==> config.mk <==
export PLATFORM = sky130hd
export DESIGN_NAME = wb_port_arbiter
export DESIGN_NICKNAME = d
export VERILOG_FILES = /design/src/rtl/wb_port_arbiter.sv
export SDC_FILE = /design/constraint.sdc
export NUM_CORES = 1
export LEC_CHECK = 0
export ABC_AREA = 1
export BUFFER_PORTS_ARGS = -buffer_cell sky130_fd_sc_hd__clkbuf_2
export CORE_UTILIZATION = 36
export CTS_CLUSTER_SIZE = 25
export DETAILED_ROUTE_END_ITERATION = 8
export GPL_TIMING_DRIVEN = 0
export PLACE_DENSITY = 0.61
export SYNTH_ARGS = -nofsm -noshare
export SYNTH_HDL_FRONTEND = slang
export SYNTH_SLANG_ARGS = --single-unit
==> constraint.sdc <==
create_clock -name i_clk -period 2.44 [get_ports i_clk]
set_input_delay 0.61 -clock i_clk [delete_from_list [all_inputs] [get_ports i_clk]]
set_output_delay 0.61 -clock i_clk [all_outputs]
set_load 0.05 [all_outputs]
==> src/rtl/wb_port_arbiter.sv <==
// Arbiter for two writeback requesters onto one reg-file write port, with a busy scoreboard.
// Latency: same-cycle grant; the write port is registered, so a write appears one cycle after its transfer; stall is combinational.
// Backpressure: the losing requester's ready stays low until it wins. Round-robin, or req1 always wins with WB_ARB_FIXED_PRIO_EN.
module wb_port_arbiter (
    input  logic        i_clk,
    input  logic        i_rst,
    input  logic        i_req0_valid,
    input  logic [4:0]  i_req0_addr,
    input  logic [31:0] i_req0_data,
    output logic        o_req0_ready,
    input  logic        i_req1_valid,
    input  logic [4:0]  i_req1_addr,
    input  logic [31:0] i_req1_data,
    output logic        o_req1_ready,
    output logic        o_we3,
    output logic [4:0]  o_addr3,
    output logic [31:0] o_wd3,
    input  logic        i_issue_valid,
    input  logic [4:0]  i_issue_rd,
    input  logic [4:0]  i_rs1,
    input  logic [4:0]  i_rs2,
    output logic        o_stall_rs1,
    output logic        o_stall_rs2,
    output logic [31:0] o_busy
);

    logic        grant0;
    logic        grant1;
    logic        xfer;
    logic [4:0]  xfer_addr;
    logic [31:0] xfer_data;
    logic [31:0] set_mask;
    logic [31:0] clr_mask;
    logic [31:0] busy_q;

`ifdef WB_ARB_FIXED_PRIO_EN
    // The load unit always wins a conflict; no priority state is kept.
    always_comb begin
        grant1 = i_req1_valid;
        grant0 = i_req0_valid & ~i_req1_valid;
    end
`else
    typedef enum logic {PRI0, PRI1} pri_t;
    pri_t pri_q;

    always_comb begin
        grant0 = i_req0_valid & (~i_req1_valid | (pri_q == PRI0));
        grant1 = i_req1_valid & (~i_req0_valid | (pri_q == PRI1));
    end

    // Priority moves to the other requester after each transfer and holds otherwise.
    always_ff @(posedge i_clk or posedge i_rst) begin
        if (i_rst) begin
            pri_q <= PRI0;
        end else if (o_req0_ready) begin
            pri_q <= PRI1;
        end else if (o_req1_ready) begin
            pri_q <= PRI0;
        end
    end
`endif

    // Ready is forced low during reset so no handshake can be seen while state is held.
    assign o_req0_ready = grant0 & ~i_rst;
    assign o_req1_ready = grant1 & ~i_rst;

    always_comb begin
        xfer      = o_req0_ready | o_req1_ready;
        xfer_addr = o_req1_ready ? i_req1_addr : i_req0_addr;
        xfer_data = o_req1_ready ? i_req1_data : i_req0_data;
    end

    // A transfer to r0 completes the handshake but never writes the reg file.
    always_ff @(posedge i_clk or posedge i_rst) begin
        if (i_rst) begin
            o_we3   <= 1'b0;
            o_addr3 <= 5'd0;
            o_wd3   <= 32'd0;
        end else begin
            o_we3 <= xfer & (xfer_addr != 5'd0);
            if (xfer) begin
                o_addr3 <= xfer_addr;
                o_wd3   <= xfer_data;
            end
        end
    end

    always_comb begin
        set_mask = '0;
        clr_mask = '0;
        if (i_issue_valid && (i_issue_rd != 5'd0)) begin
            set_mask = 32'd1 << i_issue_rd;
        end
        if (xfer && (xfer_addr != 5'd0)) begin
            clr_mask = 32'd1 << xfer_addr;
        end
    end

    // Set is applied after clear so a same-edge issue keeps the register pending.
    always_ff @(posedge i_clk or posedge i_rst) begin
        if (i_rst) begin
            busy_q <= '0;
        end else begin
            busy_q <= ((busy_q & ~clr_mask) | set_mask) & ~32'd1;
        end
    end

    assign o_busy      = busy_q;
    assign o_stall_rs1 = busy_q[i_rs1] & (i_rs1 != 5'd0);
    assign o_stall_rs2 = busy_q[i_rs2] & (i_rs2 != 5'd0);

endmodule

==> metrics.log <==
[metrics] run status: completed
[metrics] number of max-slew violations in the final report: 0
[metrics] critical path data required time: 1.83 ns
[metrics] number of fillers in the final layout: 1122
[metrics] Max Clk Rate: 0.421 GHz
[metrics] multi-input gate area in the final layout: 2010 sq um
[metrics] count of pins on the block boundary: 168
[metrics] register clock-pin slew on the reported worst setup and hold paths: 0.05 ns
[metrics] final weighted congestion of routability-driven global placement: 0.922
[metrics] Slowest-stage cell, CP: sky130_fd_sc_hd__clkbuf_2
[metrics] total global routing overflow: 0
[metrics] sequential fraction of design power: 33.5%
[metrics] Hold Crit Class: in -> async
[metrics] sum of negative setup slack: 0 ns
[metrics] first-pass detailed-route iteration total: 5
[metrics] antenna-violating nets left: 0
[metrics] Overall Global Routing Usage: 25.2%
[metrics] level count of the clock H-tree: 3
[metrics] category of the worst setup path launch point: primary input
[metrics] transition time at the pin with the least slew margin: 0.703 ns
[metrics] global-route wire length before repair: 22500 um
[metrics] net switching fraction of the power: 46.4%
[metrics] flip-flop and latch count after synthesis: 70
[metrics] Final min period: 2.37 ns
[metrics] internal power component: 2.74 mW
[metrics] clock tree from TritonCTS: built
[metrics] via count: 4540
[metrics] r2r worst-path depth: 11
[metrics] Core Footprint: 10900 sq um
[metrics] capture point of the worst reg-to-reg path: o_busy[25]
[metrics] Max transition margin: 52.8%
[metrics] Slowest Stage Delay on Critical Path: 0.25 ns
[metrics] GR Util met3: 5.36%
[metrics] number of endpoints failing setup at the final stage: 0
[metrics] routed via count divided by cell count: 5.13
[metrics] clock power share: 24.6%
[metrics] endpoint class of the critical path: primary output
[metrics] Period Utilization, post-route: 97.3%
[metrics] detailed-route wire length: 13800 um
[metrics] hold violation total from the final report: 0
[metrics] areal power density over the cells: 944 nW/um^2
[metrics] Critical R2R Launch: pri_q
[metrics] largest cells by area after synthesis: sky130_fd_sc_hd__dfrtp_1 43%, sky130_fd_sc_hd__nand2_1 17%, sky130_fd_sc_hd__nand3_1 8.5%
[metrics] final setup skew: 0.00339 ns
[metrics] post-layout util: 49.6%
[metrics] count of non-filler cells in the finished layout: 885
[metrics] routing layer with the top usage in global route: met2
[metrics] post-synthesis cell area: 4080 sq um
[metrics] combinational share of power: 41.9%
[metrics] full die area: 11800 sq um
[metrics] total nets after synthesis: 662
[metrics] number of input and output port buffers inserted: 163
[metrics] highest net fanout along the worst path: 10
[metrics] share of synthesized area occupied by flip-flops and latches: 43.0%
[metrics] total of max-cap violations: 0
[metrics] Row Count: 38
[metrics] met1 Usage GRT: 29.6%
[metrics] pin count of the biggest net entering global routing: 72
[metrics] fraction of layout cells with a size suffix above 1: 29.8%
[metrics] met2 track demand over resource in global routing: 43.9%
[metrics] total CTS buffers: 9
[metrics] Clock Root Buffer: sky130_fd_sc_hd__clkbuf_16
[metrics] Crit Path Class: in -> out
[metrics] Antenna diodes: 0
[metrics] static leakage power: 2.77 nW
[metrics] sequential cell area: 1750 sq um
[metrics] clock latency on the worst-skew pair: 0.33 ns
[metrics] critical-path cell list: clkbuf_2 -> clkbuf_2 -> nand2_1 -> nand3_1 -> nand3_1 -> o2111ai_1 -> nand3_1 -> nand2_1 -> buf_6
[metrics] initial standard-cell utilization of the core: 37.3%
[metrics] mean routed wirelength per cell: 15.5 um
[metrics] Warnings, synthesis: 0
[metrics] syn_area_per_cell: 7.18 sq um
[metrics] Die Y-Extent: 108 um
[metrics] setup repair after global routing missed its margin: no
[metrics] area share of the largest cell type after synthesis: 43.0%
[metrics] clock tree sinks: 70
[metrics] internal reg-to-reg setup slack: 0.63 ns
[metrics] most repeated library cell on the critical path: sky130_fd_sc_hd__nand3_1
[metrics] Distinct cells, synth: 29
[metrics] Worst EP arrival: 1.76 ns
[metrics] drc violations: 0
[metrics] Max clock buf depth: 2
[metrics] die span in x: 108 um
[metrics] # nets final: 835
[metrics] via count of the first global-routing pass: 4505
[metrics] Net Sw Power: 2.38 mW
[metrics] Post-Syn Instances: 568
[metrics] placed insts: 871
[metrics] sum of net half-perimeters after detailed placement: 10900 um
[metrics] largest vdd supply drop: 0.393 mV
[metrics] area added between synthesis and finish: 32.9%
[metrics] antenna violations before repair: 0
[metrics] DR iter-0 viols: 223
[metrics] library cell occupying the most area in the post-synthesis netlist: sky130_fd_sc_hd__dfrtp_1
critical path, delay by kind of cell:
| family | cells | cell delay, ns |
|---|---|---|
| buf+inv | 3 | 0.56 |
| compound gates | 1 | 0.10 |
| simple gates | 5 | 0.50 |
cells in the final DEF, fill, tap and decap left out, drive strengths merged:
cell      count
o2111ai       1
dfrtp        70
buf          16
clkbuf      189
clkinv        2
clkinvlp      1
a21oi        13
o21ai        42
a31oi        34
nor2         62
nand3        69
o21bai        1
o211ai        6
nor3          4
nand2       190
conb          1
inv          37
nand3b        1
nand4         6
cells in the mapped netlist:
cell / number
sky130_fd_sc_hd__buf_4: 4
sky130_fd_sc_hd__buf_6: 6
sky130_fd_sc_hd__o211ai_1: 6
sky130_fd_sc_hd__o21bai_1: 1
sky130_fd_sc_hd__inv_2: 7
sky130_fd_sc_hd__nor2_4: 3
sky130_fd_sc_hd__nor2_1: 54
sky130_fd_sc_hd__conb_1: 1
sky130_fd_sc_hd__o21ai_0: 26
sky130_fd_sc_hd__a21oi_2: 1
sky130_fd_sc_hd__nand3b_1: 1
sky130_fd_sc_hd__o2111ai_1: 1
sky130_fd_sc_hd__nand4_1: 6
sky130_fd_sc_hd__nor2_2: 3
sky130_fd_sc_hd__nand2_1: 180
sky130_fd_sc_hd__a31oi_1: 34
sky130_fd_sc_hd__o21ai_1: 16
sky130_fd_sc_hd__clkbuf_1: 17
sky130_fd_sc_hd__dfrtp_1: 70
sky130_fd_sc_hd__inv_4: 1
sky130_fd_sc_hd__nor2_8: 2
sky130_fd_sc_hd__clkinv_1: 2
sky130_fd_sc_hd__nand2_4: 1
sky130_fd_sc_hd__nand3_1: 69
sky130_fd_sc_hd__nand2_2: 9
sky130_fd_sc_hd__a21oi_1: 12
sky130_fd_sc_hd__inv_1: 30
sky130_fd_sc_hd__buf_2: 1
sky130_fd_sc_hd__nor3_1: 4
metal layers:
| layer | vias up | share of wire, % |
|---|---|---|
| li1 | 2227 | - |
| met1 | 2084 | 40 |
| met2 | 202 | 49 |
| met3 | 27 | 7.3 |
| met4 | 0 | 3.1 |
| met5 | - | 0 |
final cells by class:
class	instances	share of cell area, %
plain buffers	27	3.30
clock buffers	15	5.31
inverters	40	3.39
multi-input cells	430	37.2
flip-flops and latches	70	32.3
well taps	140	3.23
repair buffers	163	15.3
worst max path at each step:
stage | slack, ns | endpoint | start | depth (start not counted)
after floorplan | 0.15 | o_busy[20] | i_rst | 9
after global placement | -0.23 | o_req0_ready | i_rst | 5
after detailed placement | -0.24 | o_req0_ready | i_rst | 5
after CTS | 0.0007 | o_req0_ready | i_rst | 5
after global routing | 0.005 | o_stall_rs1 | i_rs1[0] | 10
final | 0.07 | o_stall_rs2 | i_rs2[0] | 9
power by group through the flow:
stage / clock network, mW / logic [mW] / registers (mW)
after CTS: 1.27 / 2.14 / 1.71
after global routing: 1.32 / 2.31 / 1.75
after floorplan: 0 / 0.615 / 2.61
after detailed placement: 0 / 2.14 / 1.73
after global placement: 0 / 2.12 / 1.72
final: 1.26 / 2.14 / 1.71
state kept, by name, summed over array words and instances, names as in the netlist:
register and flops:
o_busy 31, o_we3 1, o_wd3 32, pri_q 1, o_addr3 5
kinds of logic (layout without fill, tap and decap cells):
kind of cell / Yosys count / in the layout / synth area share [%]
simple gates: 332 / 332 / 35.5
buf+inv: 68 / 245 / 7.83
compound gates: 97 / 97 / 13.6
flops: 70 / 70 / 43.0
other cells: 1 / 1 / 0.0920
per-stage QoR:
stage               total power [mW]  worst slack, ns  area (sq um)  hold slack, ns
finish                          5.12           0.0670          5420           0.353
global route                    5.38          0.00527          5420           0.403
CTS                             5.13         0.000717          5390           0.400
detailed placement              3.87           -0.243          5080           0.484
global placement                3.84           -0.227          5080           0.475
floorplan                       3.23            0.146          4090           0.534
timing repair:
action | in CTS | in global routing
setup buffers | 0 | 0
resized for setup | 12 | 18
setup endpoints to repair | 4 | 3
hold buffers | 0 | 0
No activity file was read; power rests on OpenSTA's default activity.
